## src/rtl/keypad_pkg.sv

```systemverilog
// Shared key codes and controller state encoding for the keypad entry path.
package keypad_pkg;

  localparam logic [3:0] KEY_0    = 4'h0;
  localparam logic [3:0] KEY_1    = 4'h1;
  localparam logic [3:0] KEY_2    = 4'h2;
  localparam logic [3:0] KEY_3    = 4'h3;
  localparam logic [3:0] KEY_4    = 4'h4;
  localparam logic [3:0] KEY_5    = 4'h5;
  localparam logic [3:0] KEY_6    = 4'h6;
  localparam logic [3:0] KEY_7    = 4'h7;
  localparam logic [3:0] KEY_8    = 4'h8;
  localparam logic [3:0] KEY_9    = 4'h9;
  localparam logic [3:0] KEY_A    = 4'hA;
  localparam logic [3:0] KEY_B    = 4'hB;
  localparam logic [3:0] KEY_C    = 4'hC;
  localparam logic [3:0] KEY_D    = 4'hD;
  localparam logic [3:0] KEY_STAR = 4'hE;
  localparam logic [3:0] KEY_HASH = 4'hF;
  localparam logic [3:0] NO_KEY   = 4'b0000;

  typedef enum logic [1:0] {
    S_IDLE   = 2'd0,
    S_ENTRY  = 2'd1,
    S_SUBMIT = 2'd2
  } state_e;

endpackage

```

## src/rtl/keypad_key_decode.sv

```systemverilog
// Combinational row/column to key-code lookup; ok is low unless both
// row and column are exactly one-hot.
module keypad_key_decode
  import keypad_pkg::*;
(
  input  logic [3:0] row,
  input  logic [3:0] col,
  output logic [3:0] code,
  output logic       ok
);

  always_comb begin
    code = NO_KEY;
    ok   = $onehot(row) && $onehot(col);
    case ({row, col})
      8'b0001_0001: code = KEY_1;
      8'b0001_0010: code = KEY_2;
      8'b0001_0100: code = KEY_3;
      8'b0001_1000: code = KEY_A;
      8'b0010_0001: code = KEY_4;
      8'b0010_0010: code = KEY_5;
      8'b0010_0100: code = KEY_6;
      8'b0010_1000: code = KEY_B;
      8'b0100_0001: code = KEY_7;
      8'b0100_0010: code = KEY_8;
      8'b0100_0100: code = KEY_9;
      8'b0100_1000: code = KEY_C;
      8'b1000_0001: code = KEY_STAR;
      8'b1000_0010: code = KEY_0;
      8'b1000_0100: code = KEY_HASH;
      8'b1000_1000: code = KEY_D;
      default:      code = NO_KEY;
    endcase
  end

endmodule

```

## src/rtl/keypad_entry_ctrl.sv

```systemverilog
// Keypad entry controller: press-edge decode, PIN-style digit buffer with
// '*' clear / '#' submit, inactivity timeout, and a valid/ready code output.
module keypad_entry_ctrl
  import keypad_pkg::*;
#(
  parameter int unsigned DIGITS        = 4,
  parameter int unsigned TIMEOUT_TICKS = 24'd5_000_000,
  parameter int unsigned TIMEOUT_W     = 24,
  localparam int unsigned CW           = $clog2(DIGITS + 1)
) (
  input  logic                  clk,
  input  logic                  rst_n,
  input  logic [3:0]            keypad_col,
  input  logic [3:0]            keypad_row,
  input  logic                  key_pressed,
  output logic [3:0]            key_code,
  output logic                  key_valid,
  output logic [4*DIGITS-1:0]   code_out,
  output logic [CW-1:0]         code_len,
  output logic                  code_valid,
  input  logic                  code_ready,
  output logic [CW-1:0]         digit_count,
  output logic                  overflow,
  output logic                  entry_timeout,
  output logic                  decode_err,
  output state_e                state_dbg
);

  localparam logic                 TO_EN   = (TIMEOUT_TICKS != 0);
  localparam logic [TIMEOUT_W-1:0] TO_LAST = TIMEOUT_W'(TIMEOUT_TICKS - 1);
  localparam logic [CW-1:0]        FULL    = CW'(DIGITS);

  state_e                state_q, state_d;
  logic                  kp_q;
  logic [3:0]            key_code_q, key_code_d;
  logic                  key_valid_q, key_valid_d;
  logic [4*DIGITS-1:0]   buf_q, buf_d;
  logic [CW-1:0]         count_q, count_d;
  logic [4*DIGITS-1:0]   code_out_q, code_out_d;
  logic [CW-1:0]         code_len_q, code_len_d;
  logic                  code_valid_q, code_valid_d;
  logic                  overflow_q, overflow_d;
  logic                  timeout_q, timeout_d;
  logic                  decode_err_q, decode_err_d;
  logic [TIMEOUT_W-1:0]  to_cnt_q, to_cnt_d;

  logic [3:0]            dec_code;
  logic                  dec_ok;
  logic                  new_press, accept, is_digit;
  logic [4*DIGITS+3:0]   buf_wide;
  logic [4*DIGITS-1:0]   buf_shift;

  keypad_key_decode u_decode (
    .row  (keypad_row),
    .col  (keypad_col),
    .code (dec_code),
    .ok   (dec_ok)
  );

  assign new_press = key_pressed & ~kp_q;
  assign accept    = new_press & dec_ok;
  assign is_digit  = (dec_code <= KEY_9);
  // Widen before truncating so the shift also works for a one-digit buffer.
  assign buf_wide  = {buf_q, dec_code};
  assign buf_shift = buf_wide[4*DIGITS-1:0];

  always_ff @(posedge clk or negedge rst_n) begin
    if (!rst_n) begin
      state_q      <= S_IDLE;
      kp_q         <= 1'b0;
      key_code_q   <= NO_KEY;
      key_valid_q  <= 1'b0;
      buf_q        <= '0;
      count_q      <= '0;
      code_out_q   <= '0;
      code_len_q   <= '0;
      code_valid_q <= 1'b0;
      overflow_q   <= 1'b0;
      timeout_q    <= 1'b0;
      decode_err_q <= 1'b0;
      to_cnt_q     <= '0;
    end else begin
      state_q      <= state_d;
      kp_q         <= key_pressed;
      key_code_q   <= key_code_d;
      key_valid_q  <= key_valid_d;
      buf_q        <= buf_d;
      count_q      <= count_d;
      code_out_q   <= code_out_d;
      code_len_q   <= code_len_d;
      code_valid_q <= code_valid_d;
      overflow_q   <= overflow_d;
      timeout_q    <= timeout_d;
      decode_err_q <= decode_err_d;
      to_cnt_q     <= to_cnt_d;
    end
  end

  // Output handshake: code_out/code_len are stable while code_valid is high;
  // a transfer happens on a clock edge where code_valid && code_ready, and
  // code_valid drops on the following cycle. code_ready alone does nothing.
  always_comb begin
    state_d      = state_q;
    key_code_d   = key_code_q;
    key_valid_d  = 1'b0;
    buf_d        = buf_q;
    count_d      = count_q;
    code_out_d   = code_out_q;
    code_len_d   = code_len_q;
    code_valid_d = code_valid_q;
    overflow_d   = 1'b0;
    timeout_d    = 1'b0;
    decode_err_d = new_press & ~dec_ok;
    to_cnt_d     = '0;

    if (accept) begin
      key_code_d  = dec_code;
      key_valid_d = 1'b1;
    end

    case (state_q)
      S_IDLE: begin
        if (accept && is_digit) begin
          buf_d   = buf_shift;
          count_d = CW'(1);
          state_d = S_ENTRY;
        end
      end
      S_ENTRY: begin
        // An accepted key outranks a timeout due on the same edge.
        if (accept) begin
          if (is_digit) begin
            if (count_q == FULL) begin
              overflow_d = 1'b1;
            end else begin
              buf_d   = buf_shift;
              count_d = count_q + 1'b1;
            end
          end else if (dec_code == KEY_STAR) begin
            buf_d   = '0;
            count_d = '0;
            state_d = S_IDLE;
          end else if (dec_code == KEY_HASH) begin
            code_out_d   = buf_q;
            code_len_d   = count_q;
            code_valid_d = 1'b1;
            state_d      = S_SUBMIT;
          end
        end else if (TO_EN && (to_cnt_q == TO_LAST)) begin
          buf_d     = '0;
          count_d   = '0;
          timeout_d = 1'b1;
          state_d   = S_IDLE;
        end else begin
          to_cnt_d = to_cnt_q + 1'b1;
        end
      end
      S_SUBMIT: begin
        if (code_valid_q && code_ready) begin
          code_valid_d = 1'b0;
          buf_d        = '0;
          count_d      = '0;
          state_d      = S_IDLE;
        end
      end
      default: state_d = S_IDLE;
    endcase
  end

  assign key_code      = key_code_q;
  assign key_valid     = key_valid_q;
  assign code_out      = code_out_q;
  assign code_len      = code_len_q;
  assign code_valid    = code_valid_q;
  assign digit_count   = count_q;
  assign overflow      = overflow_q;
  assign entry_timeout = timeout_q;
  assign decode_err    = decode_err_q;
  assign state_dbg     = state_q;

endmodule

```

## config.mk

```make
export PLATFORM = sky130hd
export DESIGN_NAME = keypad_entry_ctrl
export DESIGN_NICKNAME = d
export VERILOG_FILES = /design/src/rtl/keypad_pkg.sv /design/src/rtl/keypad_key_decode.sv /design/src/rtl/keypad_entry_ctrl.sv
export SDC_FILE = /design/constraint.sdc
export NUM_CORES = 1
export LEC_CHECK = 0
export CORE_MARGIN = 4
export CORE_UTILIZATION = 68
export CTS_CLUSTER_DIAMETER = 40
export DETAILED_ROUTE_END_ITERATION = 6
export DONT_BUFFER_PORTS = 1
export PLACE_DENSITY = 0.84
export SLEW_MARGIN = 20
export SYNTH_ARGS = -nofsm -noshare
export SYNTH_HDL_FRONTEND = slang
export SYNTH_SLANG_ARGS = --single-unit
```

## constraint.sdc

```tcl
create_clock -name clk -period 7.3 [get_ports clk]
set_input_delay 1.095 -clock clk [delete_from_list [all_inputs] [get_ports clk]]
set_output_delay 1.095 -clock clk [all_outputs]
set_load 0.005 [all_outputs]
```

### Word-level counts from Yosys, hierarchy flattened

Index checks and enable logic that the tools add are counted.

* bits in registers: 74
* latch bits: 0
* memory bits (writable): 0
* bits in read-only memories: 0
* input bits: 12
* output and inout port bits: 33
* word-level logic and storage cells: 115
* memories: 0

* $add $sub $neg: 8
* $mul: 0
* div/mod/pow operators: 0
* magnitude comparators: 1
* equal/unequal tests: 34
* shift-type cells: 0
* muxes and demuxes: 42
* bitwise logic cells: 7
* reductions and logical operators: 10

Operators with widths (number)
* $mux 16: 7
* $mux 24: 3
* $pmux 4 s15: 1
* $pmux 16 s3: 1
* $eq 8x5->1 const B: 4
* $eq 8x6->1 const B: 4
* $eq 8x7->1 const B: 4
* $add 24x1->24 const B: 1
* $eq 24x23->1 const B: 1
* $eq 8x8->1 const B: 3
* $mux 3: 7
* $mux 2: 7
* $mux 1: 13
* $ne 2x2->1 const B: 6
* $ne 4x4->1 const B: 3
* $reduce_and 6->1: 2
* $reduce_and 5->1: 2
* $pmux 3 s3: 1
* $add 1x1->2: 4
* $eq 4x4->1 const B: 2
* $add 3x3->3: 2
* $eq 3x1->1 const B: 2
* $ne 3x3->1 const B: 2
* $pmux 2 s3: 1
* 12 further kinds: 19

### Longest topological paths before layout

* word-level depth: 8
* gate-level depth with buffers: 14
* mapped depth without buffers: 12

### Hierarchy

From an unflattened synthesis, not the netlist that was laid out.

* cells, all modules: 370
* area total of the unflattened synthesis: 3837.4 um2

By module, submodules not included
* keypad_entry_ctrl: instances 1, cells each 308, area an instance 3352.0 um2, sequential area each 1851.8 um2
* keypad_key_decode: instances 1, cells each 62, area an instance 485.5 um2, sequential area each 0.0 um2

### Worst setup path before layout

No wires, ideal clock.

* path kind: input to register
* from: input port keypad_row[0]
* to: register buf_q[10]
* library setup time: 0.095 ns
* arrival: 3.589 ns
* data required time: 7.205 ns
* setup slack: 3.616 ns
* cell stages on the path: 12
* buffers on the path: 1
* cell sequence: inv_1 ha_1 ha_1 inv_1 fa_1 nand4_1 nor3_2 nand2_1 o21ai_0 clkbuf_1 nand2_1 o31ai_1

* longest elaborated chain between the ends: 8
* elaborated cells on any way between the ends: 32
* those cells by class: 2 x add/sub; 1 x order compare; 21 x eq/ne; 4 x mux; 1 x bitwise; 3 x reduce/logical

RTL lines
* start: declaration: RTL line keypad_entry_ctrl.sv:14 `input logic [3:0] keypad_row,`
* parallel branches: the longest is 8 deep, another holds $le 4x4->1
* end signal: assignment: RTL line keypad_entry_ctrl.sv:87 `buf_q <= buf_d;`
* end: declaration: RTL line keypad_entry_ctrl.sv:37 `logic [4*DIGITS-1:0] buf_q, buf_d;`

Parallel ways; which one is timed is not known.
A chain may end at the register's enable or synchronous reset.

### Final worst setup path

* from: input port keypad_row[0]
* to: register buf_q[2]

Same word-level chain as after synthesis.

==> results by group <==
Status
  – Status: finished clean

Routing
  – Vias per cell: 5.96
  – DRT iter0 DRCs: 149
  – ANT nets after route: 0
  – DR WL/cell: 16.5 µm
  – Drt first pass iters: 4
  – WL final: 7460 µm
  – Via count: 2690
  – Drt drc: 0

Floorplanning
  – Die X: 83.4 µm
  – Initial Utilization: 70.2%
  – Die ar.: 6950 µm²
  – Row count: 27
  – Core area: 5510 µm²
  – Die Y: 83.4 µm
  – # IOs: 45

Power and ir drop
  – Pleak: 0.00185 µW
  – Power Internal: 738 µW
  – Peak supply drop: 0.168 mV
  – Sw Share: 28.6%
  – Sequential share of power: 47.5%
  – Clock network power share: 37.7%
  – NetSw: 296 µW
  – Power Dens Cells: 247 nW/µm²
  – Combinational share of power: 14.8%

Global route
  – First-pass GRT wire length: 13100 µm
  – Antenna violations before repair: 0
  – GR Overflow Total: 0
  – Total track usage: 23.2%
  – Largest net degree at the start of global routing: 75
  – Vias in the first global route: 2777

Final layout
  – Area occupied by multi-input gates: 1880 µm²
  – Storage element area: 1850 µm²
  – Layout Utilization: 75.8%
  – Ant diodes: 0
  – Area growth from synthesis to layout: 8.03%
  – Fillers: 371
  – Nets: 413
  – Layout cells sized above 1: 12.7%

Setup path
  – CP peak stage delay: 740 ps
  – Critical path's top delay family: compound AO/OA/AOI/OAI gates
  – Critical path buffers and inverters: 2
  – Crit Path Class: in2reg
  – Setup crit end: buf_q[2]
  – Worst Setup SP: keypad_row[0]
  – CP required: 7530 ps
  – Critical path peak fanout: 31
  – Setup crit start kind: input port
  – WP depth: 12
  – Slowest cell on the critical path: a31o_1
  – Crit end category: register
  – R2R Setup Slk: 3930 ps
  – Worst r2r src: to_cnt_q[7]
  – Reg2Reg Depth: 7
  – Worst r2r dst: buf_q[2]
  – CP cell instances: inv_1, ha_1, ha_1, inv_1, fa_1, nand4_1, o31ai_1, a31o_1, and3b_1, a31oi_4, nor2_1, mux2_2
  – CP Data Arrival Time: 4630 ps

Clocking
  – Post-cts repair resize count: 0
  – CTS max path bufs: 2
  – Root Driver: clkbuf_8
  – Number of buffers added for setup after CTS: 0
  – CTS Buf Count: 9
  – CTS H-tree lvls: 3
  – Hold_buf cts: 0
  – Clk_lat worst skew: 350 ps
  – Worst-path clk slew: 80 ps
  – TritonCTS clock tree: yes
  – Clock Sinks: 74

Timing
  – Worst slew pin tran: 891 ps
  – Final Hold Viols: 0
  – # setup viols final: 0
  – Final period util: 60.3%
  – Setup_tns: 0 ps
  – Max-slew violations: 0
  – Slew headroom: 40.6%
  – RSZ-0062 raised after global routing: no
  – Tmin final: 4400 ps
  – Setup Skew: 11.6 ps
  – Fmax: 227 MHz

Hold path
  – Hold Crit Class: in2async

Place
  – Port Buf Inserts: 0
  – Detailed Place HPWL: 5050 µm
  – GPL Wtd Cong: 0.855

Synth
  – Net Count, Synth: 415
  – Mean area per synthesized cell: 10.3 µm²
  – Main synth FF type: dfrtp_1
  – Synth Instances: 376
  – Post-Synthesis Cell Area: 3860 µm²
  – Async SR Flop Fraction: 100%
  – Seq/Total Area, Yosys: 47.9%
  – Yosys warns: 0
  – Post-synth EDFFs: 0
  – Synth cell types: 48
  – Yosys reg bits: 74

Flow run
  – Max-cap violation count: 0
## cells by family (layout without fill, tap and decap cells)
| kind of cell | Yosys count | in the layout | share of synthesized area [%] |
|---|---|---|---|
| xor gates and xnor gates | 22 | 22 | 4.99 |
| DFF | 74 | 74 | 47.9 |
| and+or+nand+nor | 126 | 126 | 16.1 |
| AOI/OAI and AO/OA | 65 | 65 | 11.0 |
| adders and majority gates | 27 | 27 | 9.13 |
| muxes | 23 | 23 | 6.70 |
| buffers and inverters | 39 | 42 | 4.21 |
## synthesized netlist by cell type, drive strengths merged, types with 2 or more instances
master   n  area [µm²]
o2111a   2        22.5
nand3   14        70.1
a21oi   12        60.1
nand2b   3        18.8
clkbuf   6        22.5
nor4     2        18.8
fa       2        40.0
a31oi    3        18.8
or4b     2        20.0
xnor2    7        61.3
buf     10        53.8
nor2    40         150
mux2    23         259
a22oi    2        15.0
nor3     9        50.1
o21ai   21         105
nand2   32         120
and3     3        18.8
xor2    15         131
o31ai   14         105
nor3b    2        15.0
dfrtp   74        1850
inv     23        86.3
ha      25         313
and4     3        26.3
nand4    9        56.3
## power groups by stage
stage	sequential [µW]	clock (µW)	combinational (µW)
final	491	389	153
after global routing	497	417	176
after CTS	491	394	152
after detailed placement	498	0	148
after global placement	496	0	140
after floorplan	485	0	124
## sequential cells by signal, indices dropped and copies added, names as in the netlist
| register | count |
|---|---|
| code_len | 3 |
| buf_q | 16 |
| key_valid | 1 |
| kp_q | 1 |
| decode_err | 1 |
| code_valid | 1 |
| code_out | 16 |
| key_code | 4 |
| to_cnt_q | 24 |
| entry_timeout | 1 |
| state_dbg | 2 |
| overflow | 1 |
| digit_count | 3 |
## worst min-delay path by stage
stage / slack [ps] / end / cells after the start / start
floorplan: 470 / buf_q[15] / 2 / buf_q[15]
global placement: 490 / code_out[15] / 1 / buf_q[15]
detailed placement: 500 / code_out[14] / 1 / buf_q[14]
CTS: 420 / code_out[6] / 0 / rst_n
global route: 400 / buf_q[6] / 0 / rst_n
finish: 430 / code_out[15] / 0 / rst_n
## layer usage
metal | GRT usage [%] | vias to the layer above | wire length [µm]
li1 | - | 1310 | -
met5 | 0 | - | 0
met3 | 7.34 | 11 | 332
met2 | 38.0 | 71 | 3730
met1 | 29.1 | 1298 | 3260
met4 | 7.73 | 0 | 136
## stage by stage
stage	cells	area, µm²	setup WS (ps)	hold slack [ps]	power (µW)
global route	451	4180	2650	403	1090
CTS	451	4160	2810	420	1040
floorplan	376	3860	3620	467	609
finish	451	4180	2900	435	1030
detailed placement	435	3910	2490	499	646
global placement	435	3910	2580	489	636
## cell type report
type / count / area share [%]
Tap cell: 72 / 2.16
Multi-Input combinational cell: 263 / 45.0
Clock inverter: 7 / 2.97
Timing Repair Buffer: 3 / 0.539
Inverter: 23 / 2.07
Clock buffer: 9 / 2.97
Sequential cell: 74 / 44.4
## cell usage in the layout (no fill, tap or decap), types with 7 or more instances in the layout
cell type,instances
inv_1,23
nand2_1,32
o21ai_0,21
xor2_1,15
clkbuf_8,9
nand4_1,9
mux2_2,23
dfrtp_1,74
nor3_1,8
a21oi_1,12
nand3_1,14
xnor2_1,7
nor2_1,40
ha_1,25
o31ai_1,14
Note: power is estimated with default switching activity, not from simulation.
